[src/rtl/ntt_add_pkg.sv]
// Shared definitions for the NTT wide modular adder datapath.
package ntt_add_pkg;

  localparam int unsigned WIDTH_DEFAULT = 128;

  typedef logic [WIDTH_DEFAULT-1:0] operand_t;

  // Ceiling log2 for elaboration-time sizing.
  function automatic int unsigned clog2(input int unsigned value);
    int unsigned r;
    r = 0;
    while ((64'd1 << r) < 64'(value)) r++;
    return r;
  endfunction

  // Number of register stages needed to cover all prefix levels.
  function automatic int unsigned num_stages(input int unsigned width, input int unsigned lps);
    return (clog2(width) + lps - 1) / lps;
  endfunction

endpackage

[src/rtl/kogge_stone_level.sv]
// One Kogge-Stone prefix level: combine each bit with the bit DIST below it.
module kogge_stone_level #(
  parameter int unsigned WIDTH = 128,
  parameter int unsigned DIST  = 1
) (
  input  logic [WIDTH-1:0] g,
  input  logic [WIDTH-1:0] p,
  output logic [WIDTH-1:0] g_next,
  output logic [WIDTH-1:0] p_next
);

  // Bits below DIST have no partner at this level and pass through.
  for (genvar i = 0; i < WIDTH; i++) begin : gen_bit
    if (i >= DIST) begin : g_comb
      assign g_next[i] = g[i] | (p[i] & g[i-DIST]);
      assign p_next[i] = p[i] & p[i-DIST];
    end else begin : g_pass
      assign g_next[i] = g[i];
      assign p_next[i] = p[i];
    end
  end

endmodule

[src/rtl/prefix_carry_pipe.sv]
// Pipelined Kogge-Stone carry generator with a global-stall valid/ready pipeline.
module prefix_carry_pipe
  import ntt_add_pkg::*;
#(
  parameter int unsigned WIDTH            = WIDTH_DEFAULT,
  parameter int unsigned LEVELS_PER_STAGE = 2
) (
  input  logic             clk,
  input  logic             rst_n,
  input  logic             in_valid,
  output logic             in_ready,
  input  logic [WIDTH-1:0] a,
  input  logic [WIDTH-1:0] b,
  input  logic             cin,
  output logic             out_valid,
  input  logic             out_ready,
  output logic [WIDTH-1:0] p_out,
  output logic [WIDTH-1:0] c_out,
  output logic             cout
);

  localparam int unsigned LOG2W      = clog2(WIDTH);
  localparam int unsigned LPS        = LEVELS_PER_STAGE;
  localparam int unsigned NUM_STAGES = num_stages(WIDTH, LPS);

  logic             advance;
  logic [WIDTH-1:0] pre_g;
  logic [WIDTH-1:0] pre_p;

  // Whole pipeline moves together whenever the output slot is free.
  assign advance  = !out_valid || out_ready;
  assign in_ready = advance;

  // Generate/propagate, with cin folded into bit 0 generate.
  assign pre_p = a ^ b;
  assign pre_g = (a & b) | {{(WIDTH-1){1'b0}}, pre_p[0] & cin};

  // Prefix levels; the first level of each stage reads the previous stage register.
  for (genvar k = 0; k < LOG2W; k++) begin : gen_lvl
    logic [WIDTH-1:0] g;
    logic [WIDTH-1:0] p;
    logic [WIDTH-1:0] g_nxt;

    if (k == 0) begin : g_src
      assign g = pre_g;
      assign p = pre_p;
    end else if ((k % LPS) == 0) begin : g_src
      assign g = gen_stage[k/LPS-1].g_q;
      assign p = gen_stage[k/LPS-1].g_pg.pg_q;
    end else begin : g_src
      assign g = gen_lvl[k-1].g_nxt;
      assign p = gen_lvl[k-1].g_mid.p_nxt;
    end

    // Group propagate of the final level has no consumer.
    if (k == LOG2W-1) begin : g_last
      logic [WIDTH-1:0] p_unused;
      kogge_stone_level #(.WIDTH(WIDTH), .DIST(32'd1 << k)) u_level (
        .g      (g),
        .p      (p),
        .g_next (g_nxt),
        .p_next (p_unused)
      );
    end else begin : g_mid
      logic [WIDTH-1:0] p_nxt;
      kogge_stone_level #(.WIDTH(WIDTH), .DIST(32'd1 << k)) u_level (
        .g      (g),
        .p      (p),
        .g_next (g_nxt),
        .p_next (p_nxt)
      );
    end
  end

  // Stage registers: group G, original p, cin and valid; group P only where a later level needs it.
  for (genvar s = 0; s < NUM_STAGES; s++) begin : gen_stage
    localparam int unsigned LAST_LVL = ((((s+1)*LPS) < LOG2W) ? ((s+1)*LPS) : LOG2W) - 1;

    logic [WIDTH-1:0] g_q;
    logic [WIDTH-1:0] p_q;
    logic             cin_q;
    logic             v_q;
    logic [WIDTH-1:0] p_d;
    logic             cin_d;
    logic             v_d;

    if (s == 0) begin : g_head
      assign p_d   = pre_p;
      assign cin_d = cin;
      assign v_d   = in_valid;
    end else begin : g_head
      assign p_d   = gen_stage[s-1].p_q;
      assign cin_d = gen_stage[s-1].cin_q;
      assign v_d   = gen_stage[s-1].v_q;
    end

    // Shift on advance, bubbles included; hold otherwise.
    always_ff @(posedge clk or negedge rst_n) begin
      if (!rst_n) begin
        g_q   <= '0;
        p_q   <= '0;
        cin_q <= 1'b0;
        v_q   <= 1'b0;
      end else if (advance) begin
        g_q   <= gen_lvl[LAST_LVL].g_nxt;
        p_q   <= p_d;
        cin_q <= cin_d;
        v_q   <= v_d;
      end
    end

    if (s < NUM_STAGES-1) begin : g_pg
      logic [WIDTH-1:0] pg_q;

      // Group propagate carried into the next stage's levels.
      always_ff @(posedge clk or negedge rst_n) begin
        if (!rst_n) begin
          pg_q <= '0;
        end else if (advance) begin
          pg_q <= gen_lvl[LAST_LVL].g_mid.p_nxt;
        end
      end
    end
  end

  // Outputs come straight from the last stage register.
  assign out_valid = gen_stage[NUM_STAGES-1].v_q;
  assign p_out     = gen_stage[NUM_STAGES-1].p_q;
  assign c_out     = {gen_stage[NUM_STAGES-1].g_q[WIDTH-2:0], gen_stage[NUM_STAGES-1].cin_q};
  assign cout      = gen_stage[NUM_STAGES-1].g_q[WIDTH-1];

endmodule
[config.mk]
export PLATFORM = sky130hd
export DESIGN_NAME = prefix_carry_pipe
export DESIGN_NICKNAME = d
export VERILOG_FILES = /design/src/rtl/ntt_add_pkg.sv /design/src/rtl/kogge_stone_level.sv /design/src/rtl/prefix_carry_pipe.sv
export SDC_FILE = /design/constraint.sdc
export NUM_CORES = 2
export LEC_CHECK = 0
export BUFFER_PORTS_ARGS = -buffer_cell sky130_fd_sc_hd__buf_2
export CAP_MARGIN = 10
export CORE_MARGIN = 4
export CORE_UTILIZATION = 31
export CTS_CLUSTER_SIZE = 14
export DETAILED_ROUTE_END_ITERATION = 8
export PLACE_DENSITY = 0.58
export SETUP_SLACK_MARGIN = 0.5
export SLEW_MARGIN = 20
export SYNTH_ARGS = -nofsm -noshare
export SYNTH_HDL_FRONTEND = slang
export SYNTH_HIERARCHICAL = 1
export SYNTH_SLANG_ARGS = --single-unit
[constraint.sdc]
create_clock -name clk -period 2.1 [get_ports clk]
set_clock_uncertainty 0.1 [all_clocks]
set_input_delay 0.105 -clock clk [delete_from_list [all_inputs] [get_ports clk]]
set_output_delay 0.105 -clock clk [all_outputs]
set_load 0.1 [all_outputs]
==> run metrics <==
RSZ-0062 raised after global routing yes; CTS H-Tree Depth 4; clk_lat worst skew between 0.8 and 0.9 ns; Final Critical Period 2.028 ns; largest net degree at the start of global routing 93; Arrival @ worst endpoint 2.61 ns; die width approximately 470 µm; Port Buffer Count 519; CP Class reg -> reg; Via Count ~39k; Synth-to-Final Area Change 25.81%; DRC 0; initial detailed-routing violation count 2168; cell count after placement 7692; clock sink count 1332; post-synthesis cell count roughly 4.5k; antenna violations before repair 7; final number of setup-violating endpoints 0; total internal power 74720 µW; r2r setup slk between 0.07 and 0.08 ns; # hold bufs at CTS just under 400; Fin. Hold Viols 24; fmax 493.1 MHz; post-route ant nets 0; Max Fanout on Critical Path 15; Total Wirelength between 200000 and 250000 µm; cell count of the worst reg-to-reg path 7; Sw Share 0.4182; max-slew violations 0; Reg clk slew, reported paths 0.07 ns; combinational fraction of design power 0.447; setup tns final 0 ns; IO Pins 520; Static Leak 0.04427 µW; Hold EP gen_stage[3].g_q[111]; VDD IR max 1.398 mV; total CTS buffers 152; fraction of layout cells with a size suffix above 1 0.4267; Hold Worst Slack -0.07009 ns; area of the core 0.2121 mm²; violated checks negative hold slack; total gr overflow 0; Die H 469.9 µm; status finished, violations left; sequential power share 0.341; synthesized cell area 0.06615 mm²; initial core utilization 0.3119; Tcrit/Tclk final 0.9657; hpwl dp 154200 µm; fillcell total 19.78k; Multi-input gate area 0.03056 mm²; Bufs on Longest Clock Path 3; max_cap viols 0; Final Non-Filler Cells 8450; clock root cell clkbuf_16; Synthesized Nets between 4k and 5k; hold path start out_ready; power density over the cells ~1500 mW/mm²; CTS tree done; hold-critical path depth 4; Slew @ Worst Pin 0.7208 ns; switching power 53720 µW; Reg area about 0.033 mm²; clock power share 0.212; vias per cell about 4.6; placement row count between 150 and 200; routability cong. 0.8482; Ys Warns 6; Hold/Removal Path Class in -> reg; worst reg2reg endpoint gen_stage[3].g_q[95]; Slew headroom 0.5179; Worst EP required 2.69 ns; gr usage total 0.1803; CP Launch Type flip-flop; die area roughly 0.22 mm²; average size of a mapped cell 14.74 µm²; crit end category flip-flop; per-cell routed wire length approximately 24 µm; worst r2r src out_valid; number of global-route vias before repair 42.20k; Final nets 5891; drt pass-1 iters 5; first-pass GRT wire length between 200000 and 300000 µm
-- worst max path at each step --
| stage | from | endpoint | slack, ns | cells after the start |
|---|---|---|---|---|
| 2_1_floorplan | out_valid | gen_lvl[2].p[10] | 0.24 | 6 |
| 3_3_place_gp | out_valid | p_out[16] | 0.19 | 5 |
| 3_5_place_dp | out_valid | gen_stage[3].g_q[89] | 0.18 | 5 |
| 4_1_cts | out_valid | in_ready | 0.03 | 4 |
| 5_1_grt | out_valid | in_ready | 0.005 | 4 |
| 6_report | out_valid | gen_stage[3].g_q[95] | 0.07 | 7 |
-- metrics by stage --
step | power [µW] | area (µm²) | hold WS (ns) | worst slack, ns | util
after floorplan | 84100 | 66220 | -0.2906 | 0.2428 | -
after global placement | 96320 | 71820 | -0.03707 | 0.1949 | 0.3386
after detailed placement | 97000 | 71820 | -0.03704 | 0.1828 | 0.3386
after CTS | 127600 | 81900 | -0.1359 | 0.03448 | 0.3862
after global routing | 133400 | 83200 | -0.09405 | 0.004894 | 0.3923
final | 128400 | 83220 | -0.07009 | 0.07202 | 0.3924
-- state kept, by name, indices dropped and copies added, names as in the netlist --
register / flops
out_valid: 1
gen_lvl.g: 384
gen_stage.cin_q: 4
gen_lvl.p: 300
p_out: 128
gen_stage.p_q: 384
gen_stage.v_q: 3
gen_stage.g_q: 128
-- metal layers --
layer / global-route usage / part of all wire / vias up
met5: 0 / 0.000034 / -
met4: 0.06656 / 0.036 / 2
met3: 0.03421 / 0.044 / 301
met2: 0.2776 / 0.45 / 911
met1: 0.2523 / 0.47 / 20164
li1: - / - / 17851
-- final cells by class --
type / instances / share of cell area
well taps: 2821 / 0.04241
diodes: 9 / 0.0002706
multi-input cells: 2873 / 0.3672
flip-flops and latches: 1332 / 0.4006
clock buffers: 202 / 0.05112
clock inverters: 70 / 0.01015
repair buffers: 1143 / 0.1283
-- repair_timing --
item                                   4_1_cts  5_1_grt
resized for setup                          144       80
endpoints found under the hold margin     1698        9
buffers inserted                            26       27
cloned                                       9       29
setup endpoints to repair                 1574     1589
-- cells in the final DEF (no fill, tap or decap) --
cell / instances
a21o_1: 770
and2_1: 580
and2_2: 62
buf_12: 94
buf_16: 25
buf_2: 485
buf_4: 110
buf_6: 7
buf_8: 3
bufbuf_16: 5
bufinv_16: 12
clkbuf_1: 26
clkbuf_16: 182
clkbuf_8: 22
clkinv_16: 1
clkinv_2: 29
clkinv_4: 3
clkinv_8: 5
clkinvlp_4: 8
dfrtp_1: 1331
dfrtp_4: 1
diode_2: 9
dlygate4sd3_1: 386
ha_1: 128
inv_16: 3
inv_6: 8
inv_8: 1
mux2_2: 246
mux2_4: 1085
nand2b_1: 1
nand2b_4: 1
-- power groups by stage --
stage	Clock (µW)	Sequential, µW	Combinational, µW
finish	27300	43800	57400
global route	29000	44800	59700
CTS	27900	43600	56000
detailed placement	0	43700	53200
global placement	0	43600	52800
floorplan	0	58100	26000
-- worst max-delay path, cell delays in order, from the launching register on --
cell and delay (ns):
dfrtp_4 0.48, nand2b_4 0.12, buf_12 0.15, buf_12 0.12
clkbuf_16 0.16, buf_4 0.12, bufbuf_16 0.30, mux2_2 0.34
Note: power is estimated with default switching activity, not from simulation.
